===== src/rtl/pe_pkg.sv =====
// Package pe_pkg
// Shared types and helpers for the pe_vec_mac processing element.
//   pe_mode_t     : runtime MAC mode (CHAIN psum chaining / LOCAL output-stationary)
//   PE_ACC_LEN_W  : default width of the LOCAL accumulation-length config
//   pe_clog2      : ceil(log2(value)) for sizing pointers and counters
package pe_pkg;

  typedef enum logic {
    PE_MODE_CHAIN = 1'b0,
    PE_MODE_LOCAL = 1'b1
  } pe_mode_t;

  localparam int PE_ACC_LEN_W = 16;

  function automatic int pe_clog2(input int value);
    int r;
    r = 0;
    while ((1 << r) < value) r++;
    return r;
  endfunction

endpackage


===== src/rtl/pe_sync_fifo.sv =====
// Module pe_sync_fifo
// Synchronous first-word-fall-through FIFO used for the W/I/O input queues and
// the result queue of pe_vec_mac.
// Ports:
//   clk, aclr (async, active-low), clk_en (0 freezes all state)
//   push/din    : write request; ignored while full
//   pop         : read request; ignored while empty
//   dout        : head word, valid whenever empty=0 (driven 0 when empty)
//   full, empty : status
//   count       : number of stored words
module pe_sync_fifo
  import pe_pkg::*;
#(
  parameter int DataWidth = 32,
  parameter int Depth     = 16,
  localparam int AW       = pe_clog2(Depth)
) (
  input  logic                 clk,
  input  logic                 aclr,
  input  logic                 clk_en,
  input  logic                 push,
  input  logic [DataWidth-1:0] din,
  input  logic                 pop,
  output logic [DataWidth-1:0] dout,
  output logic                 full,
  output logic                 empty,
  output logic [AW:0]          count
);

  logic [DataWidth-1:0] r_mem [Depth];
  logic [AW-1:0]        r_wr_ptr;
  logic [AW-1:0]        r_rd_ptr;
  logic [AW:0]          r_count;
  logic                 w_do_push;
  logic                 w_do_pop;

  // Full/empty come from the pre-edge count, so a pop on a full FIFO frees a
  // slot without letting a same-cycle push through.
  assign full      = (r_count == (AW + 1)'(Depth));
  assign empty     = (r_count == '0);
  assign count     = r_count;
  assign w_do_push = clk_en & push & ~full;
  assign w_do_pop  = clk_en & pop & ~empty;
  assign dout      = empty ? '0 : r_mem[r_rd_ptr];

  always_ff @(posedge clk) begin
    if (w_do_push) r_mem[r_wr_ptr] <= din;
  end

  always_ff @(posedge clk or negedge aclr) begin
    if (!aclr) begin
      r_wr_ptr <= '0;
      r_rd_ptr <= '0;
      r_count  <= '0;
    end else begin
      if (w_do_push) r_wr_ptr <= r_wr_ptr + 1'b1;
      if (w_do_pop)  r_rd_ptr <= r_rd_ptr + 1'b1;
      case ({w_do_push, w_do_pop})
        2'b10:   r_count <= r_count + 1'b1;
        2'b01:   r_count <= r_count - 1'b1;
        default: r_count <= r_count;
      endcase
    end
  end

endmodule


===== src/rtl/pe_vec_mac.sv =====
// Module pe_vec_mac
// Systolic PE: queues W/I/O streams, forwards W and I to neighbours through
// registered forward ports, and runs a fixed-latency MAC pipeline.
//   CHAIN mode : result = W*I + O_in for every issue
//   LOCAL mode : accumulate acc_len products, emit one sum
// A credit check (result FIFO occupancy + in-flight ops < OutDepth) stops
// issue before the result FIFO could overflow, so the pipeline never stalls.
// Build option: define PE_SATURATE_EN to make the CHAIN add and the LOCAL
// accumulate saturate instead of wrap (the product is always truncated).
// Ports:
//   clk, aclr (async, active-low), clk_en (0 freezes all state)
//   cfg_mode, cfg_acc_len : shadowed only while busy=0
//   W_/I_/O_DataIn*       : input streams (valid/ready)
//   W_/I_DataOut*         : forward streams (registered)
//   O_DataOut*            : result stream (FWFT FIFO head)
//   busy                  : any queue, pipeline or LOCAL group in progress
module pe_vec_mac
  import pe_pkg::*;
#(
  parameter int DataWidth   = 32,
  parameter int InDepth     = 16,
  parameter int OutDepth    = 16,
  parameter int MacLatency  = 12,
  parameter int AccLenWidth = PE_ACC_LEN_W
) (
  input  logic                   clk,
  input  logic                   aclr,
  input  logic                   clk_en,
  input  logic                   cfg_mode,
  input  logic [AccLenWidth-1:0] cfg_acc_len,
  input  logic [DataWidth-1:0]   W_DataIn,
  input  logic                   W_DataInValid,
  output logic                   W_DataInRdy,
  output logic [DataWidth-1:0]   W_DataOut,
  output logic                   W_DataOutValid,
  input  logic                   W_DataOutRdy,
  input  logic [DataWidth-1:0]   I_DataIn,
  input  logic                   I_DataInValid,
  output logic                   I_DataInRdy,
  output logic [DataWidth-1:0]   I_DataOut,
  output logic                   I_DataOutValid,
  input  logic                   I_DataOutRdy,
  input  logic [DataWidth-1:0]   O_DataIn,
  input  logic                   O_DataInValid,
  output logic                   O_DataInRdy,
  output logic [DataWidth-1:0]   O_DataOut,
  output logic                   O_DataOutValid,
  input  logic                   O_DataOutRdy,
  output logic                   busy
);

  localparam int InCntW  = pe_clog2(InDepth) + 1;
  localparam int OutCntW = pe_clog2(OutDepth) + 1;
  localparam int FlyW    = pe_clog2(MacLatency + 1) + 1;

  logic [DataWidth-1:0]   w_w_dout, w_i_dout, w_o_dout, w_out_dout, w_out_din;
  logic                   w_w_full, w_i_full, w_o_full, w_out_full;
  logic                   w_w_empty, w_i_empty, w_o_empty, w_out_empty;
  logic [InCntW-1:0]      w_w_count, w_i_count, w_o_count;
  logic [OutCntW-1:0]     w_out_count;
  logic                   w_w_slot, w_i_slot, w_credit_ok, w_fire, w_pop_o;
  logic                   w_exit, w_last, w_out_push, w_out_pop;
  logic [DataWidth-1:0]   w_prod, w_stage0, w_exit_data, w_acc_sum;

  pe_mode_t               r_mode;
  logic [AccLenWidth-1:0] r_acc_len;
  logic [DataWidth-1:0]   r_w_fwd, r_i_fwd;
  logic                   r_w_fwd_vld, r_i_fwd_vld;
  logic [MacLatency-1:0]  r_pipe_vld;
  logic [DataWidth-1:0]   r_pipe_data [MacLatency];
  logic [FlyW-1:0]        r_inflight;
  logic [DataWidth-1:0]   r_acc;
  logic [AccLenWidth-1:0] r_lcount;

  function automatic logic [DataWidth-1:0] pe_add(input logic [DataWidth-1:0] a,
                                                   input logic [DataWidth-1:0] b);
    logic [DataWidth-1:0] s;
    s = a + b;
`ifdef PE_SATURATE_EN
    // Overflow only when both operands share a sign the sum does not.
    if ((a[DataWidth-1] == b[DataWidth-1]) && (s[DataWidth-1] != a[DataWidth-1]))
      s = a[DataWidth-1] ? {1'b1, {(DataWidth-1){1'b0}}} : {1'b0, {(DataWidth-1){1'b1}}};
`endif
    return s;
  endfunction

  pe_sync_fifo #(.DataWidth(DataWidth), .Depth(InDepth)) u_w_fifo (
    .clk(clk), .aclr(aclr), .clk_en(clk_en),
    .push(W_DataInValid), .din(W_DataIn), .pop(w_fire),
    .dout(w_w_dout), .full(w_w_full), .empty(w_w_empty), .count(w_w_count)
  );

  pe_sync_fifo #(.DataWidth(DataWidth), .Depth(InDepth)) u_i_fifo (
    .clk(clk), .aclr(aclr), .clk_en(clk_en),
    .push(I_DataInValid), .din(I_DataIn), .pop(w_fire),
    .dout(w_i_dout), .full(w_i_full), .empty(w_i_empty), .count(w_i_count)
  );

  pe_sync_fifo #(.DataWidth(DataWidth), .Depth(InDepth)) u_o_fifo (
    .clk(clk), .aclr(aclr), .clk_en(clk_en),
    .push(O_DataInValid), .din(O_DataIn), .pop(w_pop_o),
    .dout(w_o_dout), .full(w_o_full), .empty(w_o_empty), .count(w_o_count)
  );

  pe_sync_fifo #(.DataWidth(DataWidth), .Depth(OutDepth)) u_out_fifo (
    .clk(clk), .aclr(aclr), .clk_en(clk_en),
    .push(w_out_push), .din(w_out_din), .pop(w_out_pop),
    .dout(w_out_dout), .full(w_out_full), .empty(w_out_empty), .count(w_out_count)
  );

  assign W_DataInRdy    = ~w_w_full;
  assign I_DataInRdy    = ~w_i_full;
  assign O_DataInRdy    = ~w_o_full;
  assign W_DataOut      = r_w_fwd;
  assign W_DataOutValid = r_w_fwd_vld;
  assign I_DataOut      = r_i_fwd;
  assign I_DataOutValid = r_i_fwd_vld;
  assign O_DataOut      = w_out_dout;
  assign O_DataOutValid = ~w_out_empty;
  assign w_out_pop      = O_DataOutRdy;

  assign busy = (w_w_count != '0) | (w_i_count != '0) | (w_o_count != '0) |
                (w_out_count != '0) | (r_inflight != '0) | (r_lcount != '0);

  // Issue
  assign w_w_slot    = ~r_w_fwd_vld | W_DataOutRdy;
  assign w_i_slot    = ~r_i_fwd_vld | I_DataOutRdy;
  // In LOCAL mode this reserves one slot per product even though only one in
  // acc_len of them becomes a result; simple and always safe.
  assign w_credit_ok = (32'(w_out_count) + 32'(r_inflight)) < 32'(OutDepth);
  assign w_fire      = clk_en & ~w_w_empty & ~w_i_empty &
                       ((r_mode == PE_MODE_LOCAL) | ~w_o_empty) &
                       w_w_slot & w_i_slot & w_credit_ok;
  assign w_pop_o     = w_fire & (r_mode == PE_MODE_CHAIN);

  // The chain add is folded into stage 0; the remaining stages only delay.
  assign w_prod   = w_w_dout * w_i_dout;
  assign w_stage0 = (r_mode == PE_MODE_CHAIN) ? pe_add(w_prod, w_o_dout) : w_prod;

  assign w_exit      = clk_en & r_pipe_vld[MacLatency-1];
  assign w_exit_data = r_pipe_data[MacLatency-1];
  assign w_last      = (r_lcount == (r_acc_len - AccLenWidth'(1)));
  assign w_acc_sum   = pe_add(r_acc, w_exit_data);
  assign w_out_push  = w_exit & ((r_mode == PE_MODE_CHAIN) | w_last) & ~w_out_full;
  assign w_out_din   = (r_mode == PE_MODE_CHAIN) ? w_exit_data : w_acc_sum;

  always_ff @(posedge clk or negedge aclr) begin
    if (!aclr) begin
      r_mode    <= PE_MODE_CHAIN;
      r_acc_len <= AccLenWidth'(1);
    end else if (clk_en && !busy) begin
      r_mode    <= pe_mode_t'(cfg_mode);
      r_acc_len <= (cfg_acc_len == '0) ? AccLenWidth'(1) : cfg_acc_len;
    end
  end

  always_ff @(posedge clk or negedge aclr) begin
    if (!aclr) begin
      r_w_fwd     <= '0;
      r_i_fwd     <= '0;
      r_w_fwd_vld <= 1'b0;
      r_i_fwd_vld <= 1'b0;
    end else if (clk_en) begin
      if (w_fire) begin
        r_w_fwd     <= w_w_dout;
        r_i_fwd     <= w_i_dout;
        r_w_fwd_vld <= 1'b1;
        r_i_fwd_vld <= 1'b1;
      end else begin
        if (W_DataOutRdy) r_w_fwd_vld <= 1'b0;
        if (I_DataOutRdy) r_i_fwd_vld <= 1'b0;
      end
    end
  end

  always_ff @(posedge clk or negedge aclr) begin
    if (!aclr) begin
      r_pipe_vld <= '0;
      for (int i = 0; i < MacLatency; i++) r_pipe_data[i] <= '0;
    end else if (clk_en) begin
      r_pipe_vld[0]  <= w_fire;
      r_pipe_data[0] <= w_stage0;
      for (int i = 1; i < MacLatency; i++) begin
        r_pipe_vld[i]  <= r_pipe_vld[i-1];
        r_pipe_data[i] <= r_pipe_data[i-1];
      end
    end
  end

  always_ff @(posedge clk or negedge aclr) begin
    if (!aclr) begin
      r_inflight <= '0;
    end else if (clk_en) begin
      r_inflight <= r_inflight + FlyW'(w_fire) - FlyW'(w_exit);
    end
  end

  always_ff @(posedge clk or negedge aclr) begin
    if (!aclr) begin
      r_acc    <= '0;
      r_lcount <= '0;
    end else if (w_exit && (r_mode == PE_MODE_LOCAL)) begin
      if (w_last) begin
        r_acc    <= '0;
        r_lcount <= '0;
      end else begin
        r_acc    <= w_acc_sum;
        r_lcount <= r_lcount + AccLenWidth'(1);
      end
    end
  end

endmodule

===== config.mk =====
export PLATFORM = sky130hd
export DESIGN_NAME = pe_vec_mac
export DESIGN_NICKNAME = d
export VERILOG_FILES = /design/src/rtl/pe_pkg.sv /design/src/rtl/pe_sync_fifo.sv /design/src/rtl/pe_vec_mac.sv
export SDC_FILE = /design/constraint.sdc
export NUM_CORES = 2
export LEC_CHECK = 0
export ABC_AREA = 0
export CORE_AREA = 2 2 553 555
export DETAILED_ROUTE_END_ITERATION = 8
export DIE_AREA = 0 0 555 557
export PLACE_DENSITY = 0.66
export SLEW_MARGIN = 20
export SYNTH_ARGS = -nofsm -noshare
export SYNTH_HDL_FRONTEND = slang
export SYNTH_SLANG_ARGS = --single-unit

===== constraint.sdc =====
create_clock -name clk -period 23.2 [get_ports clk]
set_input_delay 5.8 -clock clk [delete_from_list [all_inputs] [get_ports clk]]
set_output_delay 5.8 -clock clk [all_outputs]
set_load 0.02 [all_outputs]

==> impl_results.md <==
* Drt pass-1 iters at 5
* Sequential area share after synthesis at 62.9%
* Die Area at between 0.3 and 0.4 mm^2
* Max cap viols at 0
* Nets at between 8000 and 9000
* Share of layout cells above drive strength 1 at 19.2%
* RSZ-0062 raised after global routing: false
* Worst EP arrival at 13410 ps
* I/O pins at about 230
* WP data required at 23970 ps
* Initial core utilization at between 30% and 40%
* Finish-stage setup viols at 0
* DIE HEIGHT at around 560 um
* Vias in the first global route at 67819
* Synth top area share at 50.8%
* Startpoint Class: flip-flop
* Slowest stage delay, CP at between 800 and 900 ps
* TritonCTS clock tree: done
* Worst Path Buf+Inv at 6
* Multi-input gate area at roughly 0.041 mm^2
* CTS Buf Count at about 280
* Share of flip-flops with an asynchronous set or reset at ~22%
* Hold_ws at roughly 480 ps
* Core Area at ~0.30 mm^2
* DR DRC count at 0
* # clock sinks at ~2600
* WL/cell at between 20 and 25 um
* Largest net degree at the start of global routing at around 170
* Setup tns final at 0 ps
* Hold/Removal Path Class: flip-flop to flip-flop
* First-pass GRT wire length at ~440 mm
* Setup bufs post-CTS at 0
* Max-slew violations at 0
* R2R Path Start: u_i_fifo.r_rd_ptr[0]$_DFFE_PN0P_
* Register area at 0.0761 mm^2
* Largest area contributor in the netlist: edfxtp_1
* WL final at between 200 and 300 mm
* CP startpoint: u_i_fifo.r_rd_ptr[0]$_DFFE_PN0P_
* Synth top cells by count: edfxtp_1 (2048), nand2_1 (586), dfrtp_1 (583)
* Hold Violations, Final at 0
* Crit. End Element: flip-flop
* DP Wirelength at between 150 and 200 mm
* Hold Buf Count CTS at 0
* Critical path's top delay family: adder cells
* Clock Tree Buf Depth at 4
* Synth warn at 0
* All-layer global routing usage at 19.1%
* Via count at 66201
* Syn Area/Cell at 16.0 um^2
* Post-route ant nets at 0
* Outcome: complete, no violations
* Cell count after synthesis at approximately 7600
* Synth Register Bits at ~2600
* Peak Freq at slightly below 0.08 GHz
* Port bufs at 224
* Post-synth EDFFs at roughly 2000
* Root Buffer: clkbuf_16
* Synth cell types at 82
* Crit path max fanout at between 40 and 50
* Post-Syn Nets at 8328
* Synth area leaders: edfxtp_1 (51%), dfrtp_1 (12%), mux4_2 (8.2%), fa_1 (6.9%), mux2_2 (3.8%)
* Worst-Skew Late Latency at ~900 ps
* Clk_skew at around 86 ps
* Clk slew on worst S/H paths at 60 ps
* Post-synthesis cell area at between 0.1 and 0.15 mm^2
* Initial antenna violation count at 32
* Slowest cell on crit path: buf_4
* Critical path's most frequent cell: fa_1
* Slew Limit Headroom at around 19%
* Launch point of the worst hold path: I_DataOut[25]$_DFFE_PN0P_
* Fillers at approximately 26000
* H-tree depth at 5
* Gpl congestion at between 0.8 and 0.9
* DR vias/cell at roughly 5.5
* Die W at ~560 um
* Final Critical Period at between 10000 and 15000 ps
* P&R area growth vs syn at 13.4%
* Worst setup path category: flip-flop to flip-flop
* Crit share post-route at between 50 and 60%
* Grt total ovfl at 0
* Ys flop type: edfxtp_1
* Worst-Margin Slew at 1210 ps
* DR iter-0 viols at 6294
* Top-count cell post-synth: edfxtp_1
* CTS resizes at 0
* FP Rows at 203
registers in the layout (all words and copies together) (netlist names), 12 cells and up:
register	cells
I_DataOut	32
W_DataOut	32
r_acc	32
r_acc_len	16
r_lcount	16
r_pipe_data	352
r_pipe_vld	12
u_i_fifo.r_mem	512
u_o_fifo.r_mem	512
u_out_fifo.r_mem	512
u_w_fifo.r_mem	512
w_exit_data	32
layout by cell type (no fill, tap or decap), types with 44 or more instances in the layout:
master	synthesis	routed
o21ai_0	169	168
mux4_2	440	440
clkinv_2	0	44
fa_1	415	415
mux2i_1	237	237
mux2_2	412	412
clkbuf_1	238	73
xor2_1	67	66
nor2_4	0	48
o22ai_1	62	61
and2_1	60	60
dfrtp_1	583	572
a21oi_1	162	160
nor2_1	469	419
ha_1	234	234
clkbuf_16	0	287
o221ai_1	60	60
xnor2_1	150	150
inv_1	548	548
clkdlybuf4s50_1	0	222
edfxtp_1	2048	2048
buf_4	19	172
nand2_1	586	585
worst min-delay path: stages, from the launching register on:
cell	delay, ps
dfrtp_1	340
nand2_1	50
nand2_1	50
final timing paths:
| kind | to | depth (start not counted) | slack, ps |
|---|---|---|---|
| worst max-delay path | r_pipe_data[383]$_DFFE_PN0P_ | 40 | 10560 |
| worst min-delay path | I_DataOut[25]$_DFFE_PN0P_ | 2 | 480 |
| worst max register to register | r_pipe_data[383]$_DFFE_PN0P_ | 40 | 10560 |
| worst min register to register | I_DataOut[25]$_DFFE_PN0P_ | 2 | 480 |
| max in group asynchronous | u_w_fifo.r_rd_ptr[0]$_DFFE_PN0P_ | 5 | 14550 |
| min in group asynchronous | r_acc_len[9]$_DFFE_PN0P_ | 1 | 4970 |
layout make-up:
type	instances	area share, %
Timing Repair Buffer	399	2.62
Inverter	552	1.51
Sequential cell	2632	55.5
Tap cell	3997	3.65
Antenna cell	6	0.0109
Clock inverter	123	0.873
Multi-Input combinational cell	4003	30.2
Clock buffer	378	5.62
routing by layer:
layer / part of all wire [%] / vias to the layer above / GRT usage (%) / routed length [um]
met3: 7.2 / 561 / 3.29 / 21600
met1: 41 / 34622 / 25.7 / 124000
li1: - / 28465 / - / -
met2: 48 / 2525 / 31.4 / 144000
met4: 3.2 / 28 / 6.22 / 9640
met5: 0.059 / - / 0 / 176
per-stage QoR:
stage          instance area [um^2]  cells  util [%]  setup slack (ps)
2_1_floorplan                121000   7557         -             12810
4_1_cts                      137000  12084      45.1             10530
3_3_place_gp                 128000  11582      42.2             10730
5_1_grt                      137000  12087      45.1              9880
6_report                     137000  12090      45.1             10560
3_5_place_dp                 128000  11583      42.2             10600
logic make-up after synthesis:
kind of cell | after synthesis | synth area share, %
DFF | 2632 | 62.9
and+or+nand+nor | 1353 | 4.79
muxes | 1116 | 14.6
buffers and inverters | 922 | 3.29
AOI/OAI and AO/OA | 666 | 3.53
adders and majority gates | 649 | 9.29
xor gates and xnor gates | 219 | 1.61
Power is not shown: default switching activity piles up to over one toggle a cycle in this logic, so the estimate is an artifact.
